--- config.mk ---
export PLATFORM = sky130hd
export DESIGN_NAME = mem_arbiter
export DESIGN_NICKNAME = d
export VERILOG_FILES = /design/src/rtl/mem_pkg.sv /design/src/rtl/rr_pick2.sv /design/src/rtl/mem_arbiter.sv
export SDC_FILE = /design/constraint.sdc
export NUM_CORES = 1
export LEC_CHECK = 0
export CAP_MARGIN = 20
export CORE_AREA = 5 5 642 644
export DETAILED_ROUTE_END_ITERATION = 16
export DIE_AREA = 0 0 647 649
export GPL_ROUTABILITY_DRIVEN = 0
export PLACE_DENSITY = 0.3
export SYNTH_ARGS = -nofsm -noshare
export SYNTH_HDL_FRONTEND = slang
export SYNTH_SLANG_ARGS = --single-unit
--- constraint.sdc ---
create_clock -name clk_i -period 3.7 [get_ports clk_i]
set_clock_uncertainty 0.05 [all_clocks]
set_input_delay 0.74 -clock clk_i [delete_from_list [all_inputs] [get_ports clk_i]]
set_output_delay 0.74 -clock clk_i [all_outputs]
set_load 0.02 [all_outputs]
--- src/rtl/mem_pkg.sv ---
// Shared constants and types for the two-port memory arbiter.
package mem_pkg;

    localparam int ADDR_W = 32;
    localparam int DATA_W = 256;

    typedef enum logic [1:0] {
        IDLE  = 2'd0,
        BUSY0 = 2'd1,
        BUSY1 = 2'd2
    } arb_state_t;

    localparam logic PORT_D = 1'b0;
    localparam logic PORT_I = 1'b1;

    // Busy state that serves the given port index.
    function automatic arb_state_t busy_state(input logic port);
        return (port == PORT_I) ? BUSY1 : BUSY0;
    endfunction

endpackage

--- src/rtl/rr_pick2.sv ---
// Two-way round-robin selector: a lone requester always wins, a tie goes to
// the port that was not granted last.
module rr_pick2
    import mem_pkg::*;
(
    input  logic i_req0,
    input  logic i_req1,
    input  logic i_last_grant,
    output logic o_grant_valid,
    output logic o_grant_idx
);

    // Pick the winner for the current request pair.
    always_comb begin
        o_grant_valid = i_req0 | i_req1;
        if (i_req0 && i_req1) begin
            o_grant_idx = ~i_last_grant;
        end else if (i_req1) begin
            o_grant_idx = PORT_I;
        end else begin
            o_grant_idx = PORT_D;
        end
    end

endmodule

--- src/rtl/mem_arbiter.sv ---
// Shares the single line-wide memory port between the dcache (port 0) and
// the icache (port 1). One whole line transaction at a time, alternating
// priority on ties, with a watchdog for transactions that are never acked.
//
//   state | meaning
//   IDLE  | no transaction; next grant decided here
//   BUSY0 | serving dcache, waiting for mem_ack_i
//   BUSY1 | serving icache, waiting for mem_ack_i
module mem_arbiter #(
    parameter int ADDR_W  = mem_pkg::ADDR_W,
    parameter int DATA_W  = mem_pkg::DATA_W,
    parameter int TIMEOUT = 1023
) (
    input  logic              clk_i,
    input  logic              rst_i,

    input  logic              req0_enable_i,
    input  logic              req0_write_i,
    input  logic [ADDR_W-1:0] req0_addr_i,
    input  logic [DATA_W-1:0] req0_data_i,
    output logic              req0_ack_o,
    output logic [DATA_W-1:0] req0_data_o,

    input  logic              req1_enable_i,
    input  logic              req1_write_i,
    input  logic [ADDR_W-1:0] req1_addr_i,
    input  logic [DATA_W-1:0] req1_data_i,
    output logic              req1_ack_o,
    output logic [DATA_W-1:0] req1_data_o,

    output logic              mem_enable_o,
    output logic              mem_write_o,
    output logic [ADDR_W-1:0] mem_addr_o,
    output logic [DATA_W-1:0] mem_data_o,
    input  logic              mem_ack_i,
    input  logic [DATA_W-1:0] mem_data_i,

    output logic              busy_o,
    output logic              timeout_o
);
    import mem_pkg::*;

    localparam int TIMER_W = $clog2(TIMEOUT + 1);
    // Timer value on the last permitted busy cycle without an ack.
    localparam logic [TIMER_W-1:0] TIMER_LAST = TIMER_W'(TIMEOUT - 1);

    arb_state_t          r_state;
    logic                r_last_grant;
    logic [TIMER_W-1:0]  r_timer;
    logic                r_timeout;
    logic                r_mem_enable;
    logic                r_mem_write;
    logic [ADDR_W-1:0]   r_mem_addr;
    logic [DATA_W-1:0]   r_mem_data;

    logic                w_grant_valid;
    logic                w_grant_idx;
    logic                w_busy;
    logic                w_ack0;
    logic                w_ack1;
    logic                w_expire;

    rr_pick2 u_pick (
        .i_req0        (req0_enable_i),
        .i_req1        (req1_enable_i),
        .i_last_grant  (r_last_grant),
        .o_grant_valid (w_grant_valid),
        .o_grant_idx   (w_grant_idx)
    );

    assign w_busy   = (r_state != IDLE);
    // An ack seen while reset is asserted belongs to a transaction being
    // abandoned, so it is not forwarded.
    assign w_ack0   = rst_i & mem_ack_i & (r_state == BUSY0);
    assign w_ack1   = rst_i & mem_ack_i & (r_state == BUSY1);
    assign w_expire = w_busy & ~mem_ack_i & (r_timer == TIMER_LAST);

    // Arbitration FSM; the captured request doubles as the registered memory drive.
    always_ff @(posedge clk_i) begin
        if (!rst_i) begin
            r_state      <= IDLE;
            r_last_grant <= PORT_I;
            r_timer      <= '0;
            r_timeout    <= 1'b0;
            r_mem_enable <= 1'b0;
            r_mem_write  <= 1'b0;
            r_mem_addr   <= '0;
            r_mem_data   <= '0;
        end else begin
            case (r_state)
                IDLE: begin
                    if (w_grant_valid) begin
                        r_state      <= busy_state(w_grant_idx);
                        r_last_grant <= w_grant_idx;
                        r_timer      <= '0;
                        r_mem_enable <= 1'b1;
                        r_mem_write  <= (w_grant_idx == PORT_I) ? req1_write_i : req0_write_i;
                        r_mem_addr   <= (w_grant_idx == PORT_I) ? req1_addr_i  : req0_addr_i;
                        r_mem_data   <= (w_grant_idx == PORT_I) ? req1_data_i  : req0_data_i;
                    end
                end
                BUSY0, BUSY1: begin
                    if (mem_ack_i || w_expire) begin
                        r_state      <= IDLE;
                        r_mem_enable <= 1'b0;
                        r_mem_write  <= 1'b0;
                        r_mem_addr   <= '0;
                        r_mem_data   <= '0;
                        if (w_expire) begin
                            r_timeout <= 1'b1;
                        end
                    end else begin
                        r_timer <= r_timer + TIMER_W'(1);
                    end
                end
                default: begin
                    r_state      <= IDLE;
                    r_mem_enable <= 1'b0;
                    r_mem_write  <= 1'b0;
                    r_mem_addr   <= '0;
                    r_mem_data   <= '0;
                end
            endcase
        end
    end

    assign mem_enable_o = r_mem_enable;
    assign mem_write_o  = r_mem_write;
    assign mem_addr_o   = r_mem_addr;
    assign mem_data_o   = r_mem_data;

    assign req0_ack_o   = w_ack0;
    assign req1_ack_o   = w_ack1;
    assign req0_data_o  = w_ack0 ? mem_data_i : '0;
    assign req1_data_o  = w_ack1 ? mem_data_i : '0;

    assign busy_o       = w_busy;
    assign timeout_o    = r_timeout;

endmodule

# Word-level counts from Yosys, hierarchy flattened
# Cells that the tools add are included.
dict set report totals {
  regBits 304
  out_inout_bits 806
}
dict set report classes {
  reduce_logical 10
  n_eq_ne 6
  muxes 25
  addsub 1
  bitwise 8
}
# op count
set op_table {}
lappend op_table {{256-bit 2-to-1 mux} 5}
lappend op_table {{256-bit one-hot mux with 2 select lines} 1}
lappend op_table {{32-bit 2-to-1 mux} 3}
lappend op_table {{32-bit one-hot mux with 2 select lines} 1}
lappend op_table {{10-bit 2-to-1 mux} 2}
lappend op_table {{10-bit one-hot mux with 2 select lines} 1}
lappend op_table {{10-bit by 1-bit adder with 10-bit output, second input constant} 1}
lappend op_table {{10-bit == test, second input constant} 1}
lappend op_table {{1-bit 2-to-1 mux} 6}
lappend op_table {{2-bit 2-to-1 mux} 3}
lappend op_table {{3-bit AND reduction} 2}
lappend op_table {{1-bit bitwise AND} 5}
lappend op_table {{2-bit inequality test, second input constant} 2}
lappend op_table {{1-bit one-hot mux with 2 select lines} 2}
lappend op_table {{2-bit one-hot mux with 2 select lines} 1}
lappend op_table {{2-bit AND reduction} 2}
lappend op_table {{2-bit nonzero test} 2}
lappend op_table {{2-bit by 1-bit == test with 1-bit output, second input constant} 1}
lappend op_table {{2-bit == test, second input constant} 1}
lappend op_table {{2-bit logical NOT} 1}
lappend op_table {{2-bit by 1-bit inequality test with 1-bit output, second input constant} 1}
lappend op_table {{1-bit inverter} 2}
lappend op_table {{2-bit OR reduction} 1}
lappend op_table {{1-bit logical AND} 1}
lappend op_table {{2 further kinds} 2}

# Logic depth before layout (Yosys ltp)
# Gate-level depths: netlist of run 1.
dict set report depth {
  depth_word 6
  mapped_depth 8
  mapped_depth_nobuf 6
}

# By module
# A second synthesis of run 1 with hierarchy kept.
dict set report hier_totals {
  hier_cells 1998
  hier_area_um2 16220.6
}
# module cells_each seq_area_each_um2 area_per_inst_um2 instances
set modules_own_cells {}
lappend modules_own_cells {mem_arbiter 1996 6085.8 16206.8 1}
lappend modules_own_cells {rr_pick2 2 0.0 13.8 1}

# Least setup slack after synthesis of run 1
# Ideal clock, no wire load.
dict set report synth_path {
  path_type {input-to-output}
  from {in mem_ack_i}
  to {out req0_data_o[100]}
  setup_slack_ns 1.156
  arrival_time_ns 1.754
  required_time_ns 2.910
  path_stages 5
  path_buffers 3
  cell_sequence {and3_1 clkbuf_1 clkbuf_1 clkbuf_1 and2_1}
}
dict set report synth_via {
  elab_chain_len 3
}
# item line
set synth_lines {}
lappend synth_lines {{start: declaration} mem_arbiter.sv:35} ;# input logic mem_ack_i,
lappend synth_lines {{1-bit bitwise AND (2 in series)} mem_arbiter.sv:74} ;# assign w_ack0 = rst_i & mem_ack_i & (r_state == BUSY0);
lappend synth_lines {{256-bit 2-to-1 mux} mem_arbiter.sv:134} ;# assign req0_data_o = w_ack0 ? mem_data_i : '0;
lappend synth_lines {{end: declaration} mem_arbiter.sv:22} ;# output logic [DATA_W-1:0] req0_data_o,
# No other way between the ends.

# Final worst setup path of run 1
dict set report layout_path {
  from {reg r_state[1]}
  to {out req0_data_o[162]}
}
dict set report layout_via {
  elab_chain_len 3
}
# item line
set layout_lines {}
lappend layout_lines {{start: declaration} mem_arbiter.sv:47} ;# arb_state_t r_state;
lappend layout_lines {{start signal: assignment} mem_arbiter.sv:93} ;# r_state <= busy_state(w_grant_idx);
lappend layout_lines {{2-bit by 1-bit == test with 1-bit output} mem_arbiter.sv:74}
lappend layout_lines {{1-bit bitwise AND} mem_arbiter.sv:74}
lappend layout_lines {{256-bit 2-to-1 mux} mem_arbiter.sv:134}
# No other way between the ends.

==> results of run 1 <==
[cell type report]
| class | count | area, µm² |
|---|---|---|
| diodes | 58 | 145 |
| clock buffers | 65 | 1350 |
| clock inverters | 20 | 297 |
| fillers | 46900 | 361000 |
| inverters | 4 | 15.0 |
| multi-input cells | 1494 | 9910 |
| flip-flops and latches | 304 | 6090 |
| well taps | 5428 | 6790 |
| repair buffers | 1794 | 20100 |
[logic make-up (layout without fill, tap and decap cells)]
family                   after synthesis  count (layout)  synth area share, %
adder cells (fa/ha/maj)                5               5                0.372
buffers and inverters                193            1883                 5.34
multiplexers                         325             325                 19.6
flip-flops                           304             304                 36.2
AND/OR/NAND/NOR                      879             879                 27.7
AO/OA/AOI/OAI                        285             285                 10.8
other                                  0              58                    0
[registers in the layout, indices dropped and copies added (netlist names)]
| signal | cells |
|---|---|
| r_last_grant | 1 |
| mem_addr_o | 32 |
| mem_enable_o | 1 |
| r_timer | 10 |
| timeout_o | 1 |
| mem_data_o | 256 |
| mem_write_o | 1 |
| r_state | 2 |
[worst min-delay path by stage]
| stage | endpoint | slack (ns) |
|---|---|---|
| after CTS | r_timer[3] | 0.31 |
| after detailed placement | mem_addr_o[10] | 0.40 |
| after global placement | mem_addr_o[15] | 0.40 |
| final | mem_addr_o[10] | 0.41 |
| after global routing | r_timer[1] | 0.36 |
| after floorplan | r_timer[9] | 0.38 |
[metrics by stage]
step / hold WS [ns] / instance area [µm²] / util (%)
after CTS: 0.313 / 44400 / 10.9
after detailed placement: 0.400 / 42800 / 10.6
after floorplan: 0.384 / 16800 / -
final: 0.408 / 44700 / 11.0
after global routing: 0.362 / 44600 / 11.0
after global placement: 0.396 / 42800 / 10.6
[tightest hold or removal path: stages, from the launching register on]
cell     delay [ns]
dfxtp_1        0.30
nand2_1        0.05
mux2i_1        0.05
[synthesized netlist by cell type]
| library cell | count | share of area, % |
|---|---|---|
| and2_1 | 513 | 19 |
| nand2_1 | 339 | 7.6 |
| dfxtp_1 | 304 | 36 |
| mux2i_1 | 289 | 17 |
| o22ai_1 | 257 | 9.6 |
| clkbuf_1 | 127 | 2.8 |
| mux2_2 | 36 | 2.4 |
| buf_2 | 34 | 1.0 |
| buf_4 | 24 | 1.1 |
| ha_1 | 5 | 0.37 |
| o311ai_0 | 5 | 0.26 |
| inv_1 | 4 | 0.089 |
| nand2b_1 | 4 | 0.15 |
| nand3_1 | 4 | 0.12 |
| nor2_1 | 4 | 0.089 |
| o21ai_0 | 4 | 0.12 |
| a21oi_1 | 3 | 0.089 |
| buf_8 | 3 | 0.27 |
| nor2b_1 | 3 | 0.11 |
| a211oi_1 | 2 | 0.089 |
| and3_1 | 2 | 0.074 |
| nor4_1 | 2 | 0.074 |
| o31a_1 | 2 | 0.10 |
| o31ai_1 | 2 | 0.089 |
| o32ai_1 | 2 | 0.10 |
| or4_1 | 2 | 0.089 |
| a21boi_0 | 1 | 0.045 |
| a21o_1 | 1 | 0.045 |
| a21oi_2 | 1 | 0.052 |
| a32o_1 | 1 | 0.059 |
| buf_6 | 1 | 0.067 |
| nand4b_1 | 1 | 0.052 |
| nand4bb_1 | 1 | 0.067 |
| nor3b_1 | 1 | 0.045 |
| nor4_2 | 1 | 0.074 |
| o211ai_1 | 1 | 0.045 |
| o21a_1 | 1 | 0.045 |
| o41a_1 | 1 | 0.067 |
| o41ai_1 | 1 | 0.052 |
| or2_2 | 1 | 0.037 |
| or4_4 | 1 | 0.067 |
[routing by layer]
layer	vias up	global-route usage (%)	share of wire, %
met4	126	2.64	2.3
met3	502	7.24	12
met2	1623	21.4	45
met1	11800	15.8	41
li1	10200	-	-
met5	-	0.149	0.32
[repair_timing]
action / 4_1_cts / 5_1_grt
gates resized for setup: 239 / 69
buffers inserted: 0 / 2
cloned: 3 / 1
endpoints found under the setup margin: 453 / 41
[power by group through the flow]
stage	combinational, W	sequential [W]	clock, W
global placement	0.00545	0.00398	0
global route	0.00559	0.00397	0.00531
detailed placement	0.00544	0.00398	0
CTS	0.00545	0.00392	0.00524
floorplan	0.00141	0.00444	0
finish	0.00533	0.00392	0.00493
==> results.sh, run 1 <==
export IMPL_drv_cap=0
export IMPL_power_internal_w=0.00900
export IMPL_grt_pass1_vias=23600
export IMPL_grt_pass1_wl_mm=350
export IMPL_cts_sinks=304
export IMPL_drc=0
export IMPL_wl_mm=294
export IMPL_syn_to_final_growth_pct=166
export IMPL_reg2reg_depth=8
export IMPL_postRouteAntennaNets=0
export IMPL_final_max_slew_violation_count=0
export IMPL_crit_end="req0_data_o[162]"
export IMPL_cp_num_buf_inv=5
export IMPL_setup_viol=0
export IMPL_ios=1645
export IMPL_stdcell_count=9167
export IMPL_path_delay_family="buffers and inverters"
export IMPL_start_kind="register"
export IMPL_synth_area_mm2=0.0168
export IMPL_p_leak_nw=16.8
export IMPL_cts_tree="built"
export IMPL_ys_seq_area_share_pct=36.2
export IMPL_r2r_end="mem_data_o[152]"
export IMPL_grt_max_degree=167
export IMPL_path_cells="inv_1 > ha_4 > and3_4 > buf_16 > buf_4 > clkbuf_16 > and2_1 > dlygate4sd2_1"
export IMPL_dp_cells=9018
export IMPL_synth_nets=2835
export IMPL_setup_slack_ns=0.159
export IMPL_hold_path_class="register to register"
export IMPL_worstMarginPinSlew_ns=1.02
export IMPL_io_buffers=1644
export IMPL_path_depth=8
export IMPL_hold_start="mem_addr_o[10]"
export IMPL_fmax_mhz=282
export IMPL_first_pass_iters=5
export IMPL_syn_avg_cell_area_um2=8.45
export IMPL_numCtsBuffers=48
export IMPL_r2r_start="r_state[1]"
export IMPL_cp_max_fo=35
export IMPL_track_usage_pct=13.4
export IMPL_cts_buffer_depth=3
export IMPL_htree_levels=2
export IMPL_die_area_mm2=0.420
export IMPL_final_nets=4490
export IMPL_cpMaxStageDelayCell="dfxtp_1"
export IMPL_grt_setup_unrepaired="no"
export IMPL_setup_worst_path_start="r_state[1]"
export IMPL_die_height_um=649
export IMPL_required_ns=2.91
export IMPL_path_clk_slew_ns=0.06
export IMPL_drt_iter0_drc=1595
export IMPL_min_path_cells=2
export IMPL_fp_dieW_um=647
export IMPL_tns_ns=0
export IMPL_cp_slowest_stage_delay_ns=0.35
export IMPL_powerDensity_mw_per_mm2=317
export IMPL_seq_power_share_pct=27.6
export IMPL_wl_per_cell_um=32.1
export IMPL_synthCells=1991
export IMPL_fin_crit_ns=3.54
export IMPL_fin_total_pwr_w=0.0142
export IMPL_cts_hold_buf=0
export IMPL_clkPwrFrac_pct=34.8
export IMPL_cp_end_kind="output pin"
export IMPL_synth_cell_types=41
export IMPL_status="complete, no violations"
export IMPL_comb_power_share_pct=37.6
export IMPL_start_util_pct=4.15
export IMPL_ys_ff_latch=304
export IMPL_ff2ff_setup_slack_ns=0.78
export IMPL_critical_path_class="register to output pin"
export IMPL_vias_per_cell=2.64
export IMPL_hpwl_mm=265
export IMPL_p_sw_w=0.00518
export IMPL_num_vias=24200
export IMPL_swShare_pct=36.5
export IMPL_drive_gt1_share_pct=14.7
export IMPL_num_rows=234
export IMPL_final_cell_mix="1130 x clkdlybuf4s50_1, 499 x and2_1, 339 x nand2_1, 303 x dfxtp_1, 289 x mux2i_1"
export IMPL_cp_arrival_ns=2.75
export IMPL_final_common_cell="clkdlybuf4s50_1"
export IMPL_place_ws_ns=-0.457
export IMPL_vdd_drop_max_mv=0.335
export IMPL_clock_latency_ns=0.68
export IMPL_slew_headroom_pct=31.8
export IMPL_antenna_found_initial=289
export IMPL_fin_crit_sh_pct=95.7
export IMPL_root_buffer="clkbuf_16"
export IMPL_grt_ovfl_total=0
export IMPL_yosysWarnings=0
export IMPL_core_area_mm2=0.405
export IMPL_hold_viol=0
Power figures use the tool's default switching activity.
==> run 2, diff against run 1 <==
Settings changed: CORE_AREA 5 5 642 644 to 2 2 639 641, DIE_AREA 0 0 647 649 to 0 0 641 643.
==> run 2 against run 1 <==
  * Wire length down 0.25%
  * Sequential power about the same
  * Worst hold slack worse by 0.0018 ns
  * Die area down 1.8%
  * Non-clock buffer count down 37
  * Sequential cell count unchanged
  * Cell count down 0.21%
  * Clock power down 6.5%
  * Critical path depth down 2
  * Critical endpoint is now req0_data_o[83]
  * Highest routed layer unchanged
==> results.sh, run 2 (synthesis results as in run 1) <==
export IMPL_antenna_found_initial=257
export IMPL_drc=0
export IMPL_cts_buffer_depth=3
export IMPL_core_area_mm2=0.405
export IMPL_seq_power_share_pct=28.6
export IMPL_setup_slack_ns=0.0763
export IMPL_gr_usage_met2_pct=21.8
export IMPL_root_buffer="clkbuf_16"
export IMPL_reg2reg_depth=8
export IMPL_critical_path_class="input pin to output pin"
export IMPL_vias_per_cell=2.60
export IMPL_largest_reg_flops=256
export IMPL_final_nets=4451
export IMPL_path_depth=6
export IMPL_first_pass_iters=5
export IMPL_grt_pass1_vias=23200
export IMPL_grt_pass1_wl_mm=345
export IMPL_vdd_drop_max_mv=0.310
export IMPL_dp_cells=8983
export IMPL_cts_sinks=304
export IMPL_r2r_start="r_state[0]"
export IMPL_path_cells="clkdlybuf4s50_1 > and3_4 > buf_16 > buf_12 > and2_1 > clkdlybuf4s50_1"
export IMPL_required_ns=2.91
export IMPL_grt_max_degree=144
export IMPL_num_rows=234
export IMPL_numCtsBuffers=46
export IMPL_fin_crit_ns=3.62
export IMPL_hold_viol=0
export IMPL_cts_hold_buf=0
export IMPL_cts_tree="built"
export IMPL_hold_ws_ns=0.407
export IMPL_setup_worst_path_start="mem_ack_i"
export IMPL_grt_use_met1_pct=16.1
export IMPL_final_common_cell="clkdlybuf4s50_1"
export IMPL_cpMaxStageDelayCell="clkdlybuf4s50_1"
export IMPL_grt_ovfl_total=0
export IMPL_worstMarginPinSlew_ns=0.964
export IMPL_cp_num_buf_inv=4
export IMPL_stdcell_count=9148
export IMPL_final_cell_mix="1253 x clkdlybuf4s50_1, 511 x and2_1, 339 x nand2_1, 304 x dfxtp_1, 289 x mux2i_1"
export IMPL_wl_per_cell_um=32.1
export IMPL_cp_common_cell="clkdlybuf4s50_1"
export IMPL_final_max_slew_violation_count=0
export IMPL_num_vias=23800
export IMPL_p_sw_w=0.00503
export IMPL_setup_viol=0
export IMPL_syn_to_final_growth_pct=164
export IMPL_track_usage_pct=13.6
export IMPL_die_height_um=643
export IMPL_cp_end_kind="output pin"
export IMPL_htree_levels=2
export IMPL_use_met3_pct=7.64
export IMPL_status="complete, no violations"
export IMPL_grt_busiest_layer="met2"
export IMPL_cp_slowest_stage_delay_ns=0.64
export IMPL_wl_mm=294
export IMPL_fin_crit_sh_pct=97.9
export IMPL_drt_iter0_drc=1347
export IMPL_path_clk_slew_ns=0.06
export IMPL_fmax_mhz=276
export IMPL_cp_arrival_ns=2.83
export IMPL_drive_gt1_share_pct=13.4
export IMPL_start_kind="input pin"
export IMPL_io_buffers=1644
export IMPL_crit_end="req0_data_o[83]"
export IMPL_start_util_pct=4.15
export IMPL_r2r_end="mem_addr_o[13]"
export IMPL_hpwl_mm=265
export IMPL_slew_headroom_pct=35.7
export IMPL_fin_util_pct=11.0
export IMPL_path_delay_family="buffers and inverters"
export IMPL_cp_max_fo=27
export IMPL_fp_dieW_um=641
export IMPL_clkPwrFrac_pct=33.6
export IMPL_postRouteAntennaNets=0
export IMPL_ff2ff_setup_slack_ns=0.87
export IMPL_die_area_mm2=0.412
export IMPL_comb_power_share_pct=37.8
export IMPL_place_ws_ns=-0.0671
export IMPL_ios=1645
export IMPL_p_leak_nw=16.5
export IMPL_hold_path_class="register to register"
export IMPL_swShare_pct=36.7
export IMPL_power_internal_w=0.00867
export IMPL_drv_cap=0
export IMPL_powerDensity_mw_per_mm2=308
export IMPL_clock_latency_ns=0.70
[run 2: changes by cell type in the layout (fill, tap and decap cells not counted), sizes merged, moves of 2 or more]
cell	before	now
dlygate4sd2	201	56
buf	402	371
dlymetal6s2s	41	76
clkdlybuf4s50	1130	1253
bufinv	5	2
diode	58	81
clkinvlp	5	2
inv	6	8
clkdlybuf4s15	17	0
[run 2: what timing repair did]
item | in CTS | in global routing
setup endpoints to repair | 133 | 85
setup buffers | 0 | 2
gates cloned | 0 | 2
resized for setup | 58 | 78
[run 2: metal layers]
layer	vias up	share of wire [%]
met3	481	13
met4	102	1.9
met5	-	0.25
li1	10100	-
met1	11500	40
met2	1593	45
[run 2: final cells by class]
class / instances / area, µm²
Multi-Input combinational cell: 1494 / 9870
Clock inverter: 15 / 181
Inverter: 4 / 15.0
Timing Repair Buffer: 1757 / 19900
Sequential cell: 304 / 6090
Clock buffer: 65 / 1310
Fill cell: 46800 / 361000
Tap cell: 5428 / 6790
Antenna cell: 81 / 203
[run 2: stage by stage]
step	cell area, µm²	setup TNS [ns]	power (W)
6_report	44400	0	0.0137
5_1_grt	44200	-0.00872	0.0143
4_1_cts	43900	-2.08	0.0141
3_5_place_dp	42500	-0.309	0.00923
3_3_place_gp	42500	-0.0853	0.00922
2_1_floorplan	16800	0	0.00586
[run 2: worst min-delay path, delay by kind of cell (launching register included)]
kind	cells	cell delay (ns)
DFF	1	0.31
and+or+nand+nor	1	0.05
muxes	1	0.05
[run 2: worst min path at each step]
stage	cells after the start	slack, ns	to	startpoint
3_3_place_gp	2	0.39	mem_addr_o[31]	mem_addr_o[31]
5_1_grt	2	0.43	mem_addr_o[30]	mem_addr_o[30]
3_5_place_dp	2	0.40	mem_addr_o[5]	mem_addr_o[5]
4_1_cts	2	0.41	mem_addr_o[5]	mem_addr_o[5]
6_report	2	0.41	mem_addr_o[5]	mem_addr_o[5]
2_1_floorplan	1	0.38	r_timer[9]	r_timer[9]
[run 2: power groups by stage]
| stage | clock, W | sequential, W | combinational, W |
|---|---|---|---|
| 2_1_floorplan | 0 | 0.00444 | 0.00141 |
| 3_3_place_gp | 0 | 0.00397 | 0.00525 |
| 3_5_place_dp | 0 | 0.00398 | 0.00525 |
| 4_1_cts | 0.00489 | 0.00392 | 0.00526 |
| 5_1_grt | 0.00494 | 0.00396 | 0.00541 |
| 6_report | 0.00461 | 0.00392 | 0.00518 |
